`src/rtl/mmio_out_port.sv`:
```
// mmio_out_port: memory-mapped output port on the core's store bus.
// Stores to DATA are queued in a FIFO and drained over a valid/ready stream.
module mmio_out_port #(
    parameter logic [15:0] BASE_ADDR = 16'hFF00,
    parameter int unsigned DEPTH     = 8
) (
    input  logic        clk,
    input  logic        rst,
    input  logic        WE,
    input  logic [15:0] address,
    input  logic [31:0] writeData,
    output logic [31:0] readData,
    output logic [31:0] out_data,
    output logic        out_valid,
    input  logic        out_ready,
    output logic        overflow
);

    localparam int unsigned AW = $clog2(DEPTH);
    localparam int unsigned CW = AW + 1;
    localparam logic [15:0] STAT_ADDR = BASE_ADDR + 16'd4;
    localparam logic [CW-1:0] FULL_CNT = CW'(DEPTH);

    logic [31:0]   mem_q [DEPTH];
    logic [AW-1:0] head_q, head_d;
    logic [AW-1:0] tail_q, tail_d;
    logic [CW-1:0] count_q, count_d;
    logic          ovf_q, ovf_d;

    logic        hit_data, hit_stat;
    logic        empty, full;
    logic        pop, push, drop, clr;
    logic [31:0] status;

    // Byte-lane bits of the address play no part in the decode.
    logic        unused_addr;
    assign unused_addr = ^address[1:0];

    assign hit_data = (address[15:2] == BASE_ADDR[15:2]);
    assign hit_stat = (address[15:2] == STAT_ADDR[15:2]);

    assign empty = (count_q == '0);
    assign full  = (count_q == FULL_CNT);

    // A full FIFO can still take a word when the head leaves this cycle.
    assign pop  = out_valid && out_ready;
    assign push = WE && hit_data && (!full || pop);
    assign drop = WE && hit_data && full && !pop;
    assign clr  = WE && hit_stat && writeData[2];

    assign status = {16'h0, 8'(count_q), 5'h0, ovf_q, full, empty};

    assign out_valid = !empty;
    assign out_data  = out_valid ? mem_q[head_q] : 32'h0;
    assign overflow  = ovf_q;
    assign readData  = hit_stat ? status : 32'h0;

    // Next-state for pointers, occupancy and the sticky overflow flag.
    always_comb begin
        head_d  = head_q;
        tail_d  = tail_q;
        count_d = count_q;
        ovf_d   = ovf_q;
        if (pop) begin
            head_d = head_q + AW'(1);
        end
        if (push) begin
            tail_d = tail_q + AW'(1);
        end
        unique case ({push, pop})
            2'b10:   count_d = count_q + CW'(1);
            2'b01:   count_d = count_q - CW'(1);
            default: count_d = count_q;
        endcase
        if (drop) begin
            ovf_d = 1'b1;
        end else if (clr) begin
            ovf_d = 1'b0;
        end
    end

    // Storage is not reset; a write in the reset cycle is suppressed.
    always_ff @(posedge clk) begin
        if (push && !rst) begin
            mem_q[tail_q] <= writeData;
        end
    end

    // Control state register with synchronous reset.
    always_ff @(posedge clk) begin
        if (rst) begin
            head_q  <= '0;
            tail_q  <= '0;
            count_q <= '0;
            ovf_q   <= 1'b0;
        end else begin
            head_q  <= head_d;
            tail_q  <= tail_d;
            count_q <= count_d;
            ovf_q   <= ovf_d;
        end
    end

endmodule

```
`config.mk`:
```
export PLATFORM = sky130hd
export DESIGN_NAME = mmio_out_port
export DESIGN_NICKNAME = d
export VERILOG_FILES = /design/src/rtl/mmio_out_port.sv
export SDC_FILE = /design/constraint.sdc
export NUM_CORES = 1
export LEC_CHECK = 0
export CAP_MARGIN = 30
export CORE_MARGIN = 3
export CORE_UTILIZATION = 60
export CTS_CLUSTER_SIZE = 30
export DETAILED_ROUTE_END_ITERATION = 12
export PLACE_DENSITY_LB_ADDON = 0.25
export SYNTH_ARGS = -nofsm -noshare
export SYNTH_HDL_FRONTEND = slang
export SYNTH_SLANG_ARGS = --single-unit
```
`constraint.sdc`:
```
create_clock -name clk -period 12.2 [get_ports clk]
set_input_delay 2.44 -clock clk [delete_from_list [all_inputs] [get_ports clk]]
set_output_delay 2.44 -clock clk [all_outputs]
set_load 0.02 [all_outputs]
```
==> results of run 1 <==
==> sequential cells by signal, indices dropped and copies added (netlist names), named ones only <==
signal	cells
tail_q	3
count_q	4
overflow	1
mem_q	256
head_q	3
==> cell usage after synthesis <==
cell type  number
mux2_2          2
nand2_1        11
ha_1            4
and2_1          7
buf_1           3
a31o_2          1
o2111ai_1       1
buf_2           7
nor3_1          4
clkbuf_1       15
nand3b_1        1
nand4_1         2
o31ai_1         1
a21oi_1         5
or3_4           1
or3_2           1
a221oi_1        1
nand4b_1        1
or4_1           2
conb_1          1
nand2b_1        1
dfxtp_1        14
mux4_2         64
a21o_1          2
inv_1           7
buf_4          25
xnor2_1         2
a2111oi_0       2
nor4_2          2
and3_1          2
nor4_1          3
xor2_1          1
nand3_1         5
or3_1           1
fa_1            1
o21ai_0         2
edfxtp_1      256
nor4b_1         1
mux2i_1        35
or3b_2          1
nand4bb_2       1
nor2_1         45
==> worst register-to-register path: stages, from the launching register on <==
cell and delay, ps:
dfxtp_1 370, nor4_4 280, buf_4 470, inv_1 180
and2_1 250, nand2_1 110, inv_1 70, ha_1 270
a21o_1 210, a2111oi_0 520, a221oi_1 170, nand4_1 110
==> power breakdown <==
group / leakage, µW / total (µW) / internal (µW) / switching [µW]
Sequential: 0.00241 / 1050 / 1020 / 24.9
Combinational: 0.00119 / 605 / 298 / 308
Clock: 0.000381 / 726 / 409 / 317
==> cells by family (layout without fill, tap and decap cells) <==
kind of cell	count (synthesis)	after routing	share of synthesized area
flip-flops	270	270	0.7402
multiplexers	101	101	0.1685
AND/OR/NAND/NOR	92	92	0.04312
buffers and inverters	57	164	0.02941
AO/OA/AOI/OAI	15	15	0.009416
adder cells (fa/ha/maj)	5	5	0.006510
XOR/XNOR	3	3	0.002441
other	1	25	0.0003484
==> stage by stage <==
| step | hold slack [ps] | setup WS [ps] | std cells |
|---|---|---|---|
| floorplan | 454.1 | 4736 | 568 |
| global placement | 462.1 | 4945 | 850 |
| detailed placement | 460.9 | 4813 | 850 |
| CTS | 475.5 | 4791 | 899 |
| global route | 493.7 | 4633 | 900 |
| finish | 472.3 | 4798 | 900 |
==> cell type report <==
class | count | share of cell area
sequential | 270 | 0.6255
multi-input combinational | 241 | 0.2062
timing repair buffer | 108 | 0.08284
clock buffer | 36 | 0.05565
tap | 225 | 0.02208
clock inverter | 13 | 0.005595
inverter | 7 | 0.002061
==> routing by layer <==
| metal | global-route usage | wire length [µm] | part of all wire |
|---|---|---|---|
| met1 | 0.2954 | 8031 | 0.39 |
| met3 | 0.02492 | 1194 | 0.059 |
| met2 | 0.3697 | 10660 | 0.52 |
| met4 | 0.05609 | 466 | 0.023 |
| met5 | 0 | 0 | 0 |
==> layout by cell type, fill, tap and decap left out, types with 2 or more instances in the layout <==
cell             synthesis  final
edfxtp_1               256    256
clkdlybuf4s50_1          0     90
mux4_2                  64     64
nor2_1                  45     42
mux2i_1                 35     35
clkbuf_16                0     27
conb_1                   1     25
buf_4                   25     17
nand2_1                 11     11
dfxtp_1                 14     11
clkbuf_1                15      9
inv_1                    7      7
and2_1                   7      7
clkinv_1                 0      7
nand3_1                  5      5
a21oi_1                  5      5
ha_1                     4      4
clkinv_2                 0      4
nor2_4                   0      3
nor3_2                   0      3
nand4_1                  2      2
nor4_1                   3      2
and3_1                   2      2
or4_1                    2      2
nor4_2                   2      2
mux2_2                   2      2
xnor2_1                  2      2
o21ai_0                  2      2
a21o_1                   2      2
a2111oi_0                2      2
dfxtp_2                  0      2
==> worst max path at each step <==
| stage | start | endpoint | slack [ps] | cells after the start |
|---|---|---|---|---|
| 6_report | address[5] | readData[1] | 4800 | 5 |
| 5_1_grt | address[5] | readData[1] | 4630 | 5 |
| 4_1_cts | address[5] | readData[1] | 4790 | 5 |
| 3_5_place_dp | address[5] | readData[1] | 4810 | 5 |
| 3_3_place_gp | address[5] | readData[1] | 4950 | 5 |
| 2_1_floorplan | address[5] | mem_q[0][0] | 4740 | 4 |
==> impl_metrics.py, run 1 <==
metrics = {
    "min_path": {
        "hp-class": "reg -> reg",
        "holdCritStartpoint": "head_q[1]",
        "whs_path_depth": 2,
    },
    "sta": {
        "setup_violations": 0,
        "tightestPinTransition_ps": 989.7,
        "fin_tns_setup_ps": 0,
        "max_slew_margin": 0.3341,
        "fmax_mhz": 135.1,
        "finalClockSkew_ps": 11.88,
        "final_max_slew_viol_count": 0,
        "post-route-period-util": 0.6067,
        "post-route-min-period_ps": 7402,
        "rsz0062_at_grt": "false",
        "hold_viol": 0,
    },
    "detailed_routing": {
        "antenna_left": 0,
        "drtIter0Drc": 362,
        "drc": 0,
        "dr.pass1.iters": 5,
        "via_per_inst": 5.956,
        "drt_wl_total_um": 20350,
        "wire_per_inst_um": 22.61,
        "vias": 5360,
    },
    "place": {
        "globalplace.congestion": 0.7693,
        "portBuffers": 90,
        "hpwl_um": 11800,
        "placed_cell_area_mm2": 0.01194,
    },
    "setup_path": {
        "critPathLaunchType": "input pin",
        "r2r_cells": 11,
        "worstSetupEndpointType": "output pin",
        "cp_max_fo": 8,
        "cp_top_family": "simple AND/OR/NAND/NOR gates",
        "crit_type": "in -> out",
        "rrSetupSlack_ps": 9130,
        "cp_slowest_cell": "nor4_1",
        "critical-path-max-stage-delay_ps": 850,
        "r2r_end": "count_q[3]",
        "crit_top_cell": "clkdlybuf4s50_1",
        "critPathRequiredTime_ps": 9760,
        "r2r_start": "count_q[1]",
        "worst_ep_arrival_time_ps": 4960,
        "path_cells": "clkdlybuf4s50_1 -> or3_4 -> nor4_1 -> and3_1 -> clkdlybuf4s50_1",
        "cp_num_buf_inv": 2,
    },
    "cells_and_area": {
        "final_core_util": 0.7319,
        "drive_above_1_share": 0.2000,
        "area_growth_syn_to_layout_pct": 18.42,
        "final_area_mm2": 0.01275,
        "fill_cells": 1043,
        "nets": 712,
        "num_antenna_cells": 0,
        "seq_area_mm2": 0.007974,
        "multi_input_area_mm2": 0.002629,
    },
    "clock_network": {
        "htreeDepth": 1,
        "clk_latency_ps": 510,
        "cts_tree": "built",
        "clock_tree.buffer_depth": 3,
        "cts_resized": 0,
        "root_buffer": "clkbuf_16",
        "cts_setup_buffers": 0,
        "clkSinkCount": 270,
        "cts_buffers": 27,
        "ctsHoldBuffers": 0,
        "clk_pin_slew_worst_paths_ps": 60,
    },
    "floorplanning": {
        "ios": 118,
        "die_w_um": 139.9,
        "die_h_um": 139.9,
        "dieArea_mm2": 0.01958,
        "rows": 48,
        "coreArea_mm2": 0.01742,
        "start_util": 0.6180,
    },
    "power_and_ir_drop": {
        "leakagePower_uw": 0.003983,
        "power_density_mw_per_mm2": 186.6,
        "vdd_drop_max_mv": 0.1809,
        "power_uw": 2378,
    },
    "logic_synthesis": {
        "synth_top_area_frac": 0.7142,
        "synthCells": 544,
        "ys_seq_elements": 270,
        "yosysTopAreaCell": "edfxtp_1",
        "yosys-top-cells-area": "edfxtp_1, mux4_2, mux2i_1",
        "synth-seq-area-share": 0.7402,
        "yosysUniqueCellTypes": 42,
        "avgSynthCellArea_um2": 19.79,
        "syn_area_mm2": 0.01076,
        "synth_warnings": 0,
    },
    "status": {
        "status": "complete, no violations",
    },
    "grt": {
        "grt_max_degree": 65,
        "grt_pass1_vias": 5618,
        "grt_pass1_wl_um": 32170,
        "grtUsageTotal": 0.2135,
        "grt.overflow.total": 0,
        "antenna_found_initial": 0,
    },
    "job": {
        "cap_violations": 0,
    },
}
(Power assumes the default switching activity.)
==> inputs of run 2 (changes only) <==
--- a/config.mk
+++ b/config.mk
@@ -7,7 +7,7 @@
 export LEC_CHECK = 0
 export CAP_MARGIN = 30
 export CORE_MARGIN = 3
-export CORE_UTILIZATION = 60
+export CORE_UTILIZATION = 56
 export CTS_CLUSTER_SIZE = 30
 export DETAILED_ROUTE_END_ITERATION = 12
 export PLACE_DENSITY_LB_ADDON = 0.25
==> constraint.sdc (replaced) <==
create_clock -name clk -period 7.1 [get_ports clk]
set_input_delay 1.42 -clock clk [delete_from_list [all_inputs] [get_ports clk]]
set_output_delay 1.42 -clock clk [all_outputs]
set_load 0.02 [all_outputs]
==> run 2 against run 1 <==
Die area grew 6.8%. Sequential power grew 71%. Count of clock-buffer cells in the layout shrank 3. Worst hold slack gained 8.0 ps. Clock skew is essentially flat. Flip-flop and latch count is the same. Utilization shrank 4.5 points. Non-clock buffer count grew 1. Critical path type unchanged. Largest cell class unchanged. Highest routed layer unchanged.
==> impl_metrics.py, run 2 (synthesized netlist as in run 1, its figures left out) <==
metrics = {
    "setup_path": {
        "crit_top_cell": "clkdlybuf4s50_1",
        "r2r_start": "count_q[1]",
        "r2r_cells": 11,
        "cp_slowest_cell": "nor4_1",
        "path_cells": "clkdlybuf4s50_1 -> or3_4 -> nor4_1 -> and3_1 -> clkdlybuf4s50_1",
        "startpoint": "address[5]",
        "r2r_end": "count_q[3]",
        "worst_ep_arrival_time_ps": 3840,
        "worstSetupEndpointType": "output pin",
        "rrSetupSlack_ps": 4200,
        "critPathRequiredTime_ps": 5680,
        "critPathLaunchType": "input pin",
        "critical-path-max-stage-delay_ps": 740,
        "cp_max_fo": 8,
        "crit_type": "in -> out",
    },
    "cells_and_area": {
        "seq_area_mm2": 0.007974,
        "regMostFlops": "mem_q",
        "fill_cells": 1189,
        "reg_top3": "mem_q x256, count_q x4",
        "drive_above_1_share": 0.2157,
        "num_antenna_cells": 0,
        "final_cell_count_no_fill": 911,
        "largest_reg_flops": 256,
        "final_cell_mix": "edfxtp_1, clkdlybuf4s50_1, mux4_2",
        "layout_commonest_cell": "edfxtp_1",
        "area_growth_syn_to_layout_pct": 19.75,
        "multi_input_area_mm2": 0.002629,
        "nets": 713,
        "final_core_util": 0.6868,
    },
    "clock_network": {
        "clk_latency_ps": 520,
        "clk_pin_slew_worst_paths_ps": 60,
        "cts_resized": 0,
        "cts_buffers": 27,
        "clock_tree.buffer_depth": 3,
        "htreeDepth": 1,
        "clkSinkCount": 270,
        "cts_tree": "built",
        "root_buffer": "clkbuf_16",
        "ctsHoldBuffers": 0,
        "cts_setup_buffers": 0,
    },
    "grt": {
        "grt_pass1_wl_um": 31730,
        "antenna_found_initial": 0,
        "grtUsageTotal": 0.2019,
        "grt_pass1_vias": 5700,
        "grt_max_degree": 39,
        "grt.overflow.total": 0,
    },
    "sta": {
        "setup_ws_ps": 1843,
        "setup_violations": 0,
        "finalClockSkew_ps": 12.07,
        "rsz0062_at_grt": "false",
        "post-route-min-period_ps": 5257,
        "final_max_slew_viol_count": 0,
        "fin_tns_setup_ps": 0,
        "post-route-period-util": 0.7404,
        "tightestPinTransition_ps": 837.2,
        "fmax_mhz": 190.2,
        "hold_viol": 0,
        "max_slew_margin": 0.4367,
    },
    "place": {
        "hpwl_um": 11540,
        "place_inst": 861,
        "pre_cts_slack_ps": 1791,
        "portBuffers": 90,
        "globalplace.congestion": 0.7195,
    },
    "min_path": {
        "whs_path_depth": 2,
        "hp-class": "reg -> reg",
        "holdCritStartpoint": "head_q[1]",
    },
    "floorplanning": {
        "start_util": 0.5735,
        "rows": 50,
        "die_w_um": 144.6,
        "coreArea_mm2": 0.01877,
        "dieArea_mm2": 0.02092,
        "ios": 118,
        "die_h_um": 144.6,
    },
    "detailed_routing": {
        "dr.pass1.iters": 4,
        "wire_per_inst_um": 22.43,
        "drtIter0Drc": 384,
        "antenna_left": 0,
        "drt_wl_total_um": 20430,
        "vias": 5378,
        "via_per_inst": 5.903,
        "drc": 0,
    },
    "power_and_ir_drop": {
        "power_uw": 4265,
        "vdd_drop_max_mv": 0.2445,
        "power_density_mw_per_mm2": 330.9,
        "leakagePower_uw": 0.004051,
    },
    "job": {
        "cap_violations": 0,
    },
    "status": {
        "status": "complete, no violations",
    },
}
==> run 2: cell count changes in the layout (fill, tap and decap cells not counted), sizes merged <==
cell,before,now
clkbuf,36,33
buf,18,19
clkinv,12,11
bufinv,0,4
clkinvlp,0,1
==> run 2: through the flow <==
step | cell area [µm²] | hold WS, ps
2_1_floorplan | 10850 | 454.1
3_5_place_dp | 11990 | 470.1
5_1_grt | 12890 | 515.6
4_1_cts | 12890 | 478.9
3_3_place_gp | 11960 | 461.9
6_report | 12890 | 480.3
==> run 2: report_power, final <==
part           switching (µW)  total (µW)  internal, µW  leakage (µW)
Sequential               43.4        1800          1760       0.00241
Combinational             529        1050           518       0.00119
Clock                     562        1420           857      0.000446
Total                    1130        4270          3130       0.00405
==> run 2: how the worst max path moves through the flow <==
stage	to	depth (start not counted)
detailed placement	readData[1]	5
global route	readData[1]	5
CTS	readData[1]	5
global placement	readData[1]	5
finish	readData[1]	5
floorplan	mem_q[0][0]	4
==> run 2: area by class of cell <==
cell class,count,area share
clock buffer,33,0.05494
clock inverter,17,0.01524
tap,234,0.02271
inverter,7,0.002038
sequential,270,0.6186
multi-input combinational,241,0.2039
timing repair buffer,109,0.08251
==> run 2: routing by layer <==
metal | share of wire | global-route usage | vias to the layer above
met5 | 0 | 0 | -
met4 | 0.017 | 0.05302 | 0
met3 | 0.063 | 0.03472 | 28
met2 | 0.53 | 0.3572 | 184
met1 | 0.39 | 0.2620 | 2794
li1 | - | - | 2372
==> run 2: critical path, delay by kind of cell <==
| kind | cells | cell delay [ps] |
|---|---|---|
| AND/OR/NAND/NOR | 3 | 1410 |
| buffers and inverters | 2 | 1010 |
==> inputs of run 3 (changes only) <==
--- a/config.mk
+++ b/config.mk
@@ -7,7 +7,7 @@
 export LEC_CHECK = 0
 export CAP_MARGIN = 30
 export CORE_MARGIN = 3
-export CORE_UTILIZATION = 56
+export CORE_UTILIZATION = 51
 export CTS_CLUSTER_SIZE = 30
 export DETAILED_ROUTE_END_ITERATION = 12
 export PLACE_DENSITY_LB_ADDON = 0.25
==> constraint.sdc (replaced) <==
create_clock -name clk -period 4.65 [get_ports clk]
set_input_delay 0.93 -clock clk [delete_from_list [all_inputs] [get_ports clk]]
set_output_delay 0.93 -clock clk [all_outputs]
set_load 0.02 [all_outputs]
==> run 3 against run 2 <==
Clock power up 54%. Final cell count up 4.3%. Die area up 9.4%. Global-route usage down 1.4 points. Combinational power up 48%. Count of clock-buffer cells in the layout unchanged. Non-clock buffer count up 4. Worst hold slack better by 6.0 ps. Utilization down 5.1 points. Clock skew down 5.9 ps. Largest cell class unchanged.
==> impl_metrics.py, run 3 (synthesized netlist as in run 1, its figures left out) <==
metrics = {
    "min_path": {
        "whs_path_depth": 2,
        "hp-class": "reg -> reg",
    },
    "clock_network": {
        "root_buffer": "clkbuf_16",
        "clk_pin_slew_worst_paths_ps": 60,
        "cts_setup_buffers": 0,
        "cts_resized": 0,
        "cts_tree": "built",
        "clk_latency_ps": 510,
        "clkSinkCount": 270,
        "cts_buffers": 27,
        "clock_tree.buffer_depth": 3,
        "ctsHoldBuffers": 0,
        "htreeDepth": 1,
    },
    "floorplanning": {
        "ios": 118,
        "rows": 52,
        "start_util": 0.5252,
        "coreArea_mm2": 0.02049,
        "die_w_um": 151.3,
        "dieArea_mm2": 0.02289,
        "die_h_um": 151.3,
    },
    "detailed_routing": {
        "via_per_inst": 5.586,
        "dr.pass1.iters": 5,
        "antenna_left": 0,
        "vias": 5307,
        "drc": 0,
        "drt_wl_total_um": 20700,
        "wire_per_inst_um": 21.78,
        "drtIter0Drc": 380,
    },
    "sta": {
        "post-route-min-period_ps": 4173,
        "fmax_mhz": 239.6,
        "tightestPinTransition_ps": 780.3,
        "max_slew_margin": 0.4776,
        "finalClockSkew_ps": 6.208,
        "final_max_slew_viol_count": 0,
        "fin_tns_setup_ps": 0,
        "hold_viol": 0,
        "rsz0062_at_grt": "false",
        "setup_violations": 0,
        "post-route-period-util": 0.8975,
    },
    "place": {
        "hpwl_um": 12360,
        "placed_cell_area_mm2": 0.01210,
        "portBuffers": 90,
        "globalplace.congestion": 0.7699,
        "place_inst": 900,
    },
    "setup_path": {
        "worst_ep_arrival_time_ps": 3240,
        "critPathLaunchType": "input pin",
        "crit_type": "in -> out",
        "r2r_cells": 11,
        "worstSetupEndpointType": "output pin",
        "cp_max_fo": 5,
        "critPathRequiredTime_ps": 3720,
    },
    "cells_and_area": {
        "drive_above_1_share": 0.2103,
        "largest_reg_flops": 256,
        "num_antenna_cells": 0,
        "area_growth_syn_to_layout_pct": 21.03,
        "regMostFlops": "mem_q",
        "final_area_mm2": 0.01303,
        "layout_commonest_cell": "edfxtp_1",
        "final_cell_mix": "edfxtp_1, clkdlybuf4s50_1, mux4_2",
        "reg_top3": "mem_q x256, count_q x4",
        "final_cell_count_no_fill": 950,
        "fill_cells": 1406,
        "nets": 717,
    },
    "power_and_ir_drop": {
        "power_uw": 6506,
        "vdd_drop_max_mv": 0.2716,
        "leakagePower_uw": 0.004075,
        "power_density_mw_per_mm2": 499.4,
    },
    "grt": {
        "grt_pass1_vias": 5701,
        "grt_max_degree": 65,
        "antenna_found_initial": 1,
        "grt_pass1_wl_um": 32420,
        "grt.overflow.total": 0,
        "grtUsageTotal": 0.1880,
    },
    "status": {
        "status": "complete, no violations",
    },
    "job": {
        "cap_violations": 0,
    },
}
## run 3: worst paths after layout
path	start	to	slack [ps]
max	address[5]	readData[1]	480
min	head_q[1]	flop	490
max reg2reg	count_q[1]	count_q[3]	1790
min reg2reg	head_q[1]	flop	490
## run 3: metal layers
layer | wire length, µm | share of wire | GRT usage
met5 | 14 | 0.00068 | 0
met4 | 350 | 0.017 | 0.03898
met3 | 1060 | 0.051 | 0.03262
met2 | 11060 | 0.53 | 0.3359
met1 | 8206 | 0.40 | 0.2441
## run 3: layout make-up
cell class              count  area, µm²  share of cell area
inverters                   7      26.28            0.002017
repair buffers            113       1144             0.08778
well taps                 270      337.8             0.02593
clock buffers              33      698.2             0.05359
clock inverters            16      198.9             0.01527
multi-input cells         241       2646              0.2031
flip-flops and latches    270       7976              0.6123
## run 3: critical path: stages
cell,delay (ps)
clkdlybuf4s50_1,400
or3_4,400
nor4_1,540
buf_4,230
and3_1,150
clkdlybuf4s50_1,600
## run 3: through the flow
step                utilization  hold slack, ps  worst slack (ps)
floorplan                     -           454.1            -153.5
finish                   0.6357           486.3             476.9
detailed placement       0.5905           476.9             466.0
global placement         0.5905           451.9             522.7
global route             0.6357           549.0             337.2
CTS                      0.6343           493.2             452.3
## run 3: power by group
group          switching [µW]  total [µW]  internal (µW)
Clock                     839        2180           1340
Sequential               97.2        2780           2680
Combinational             770        1550            781
Total                    1710        6510           4800
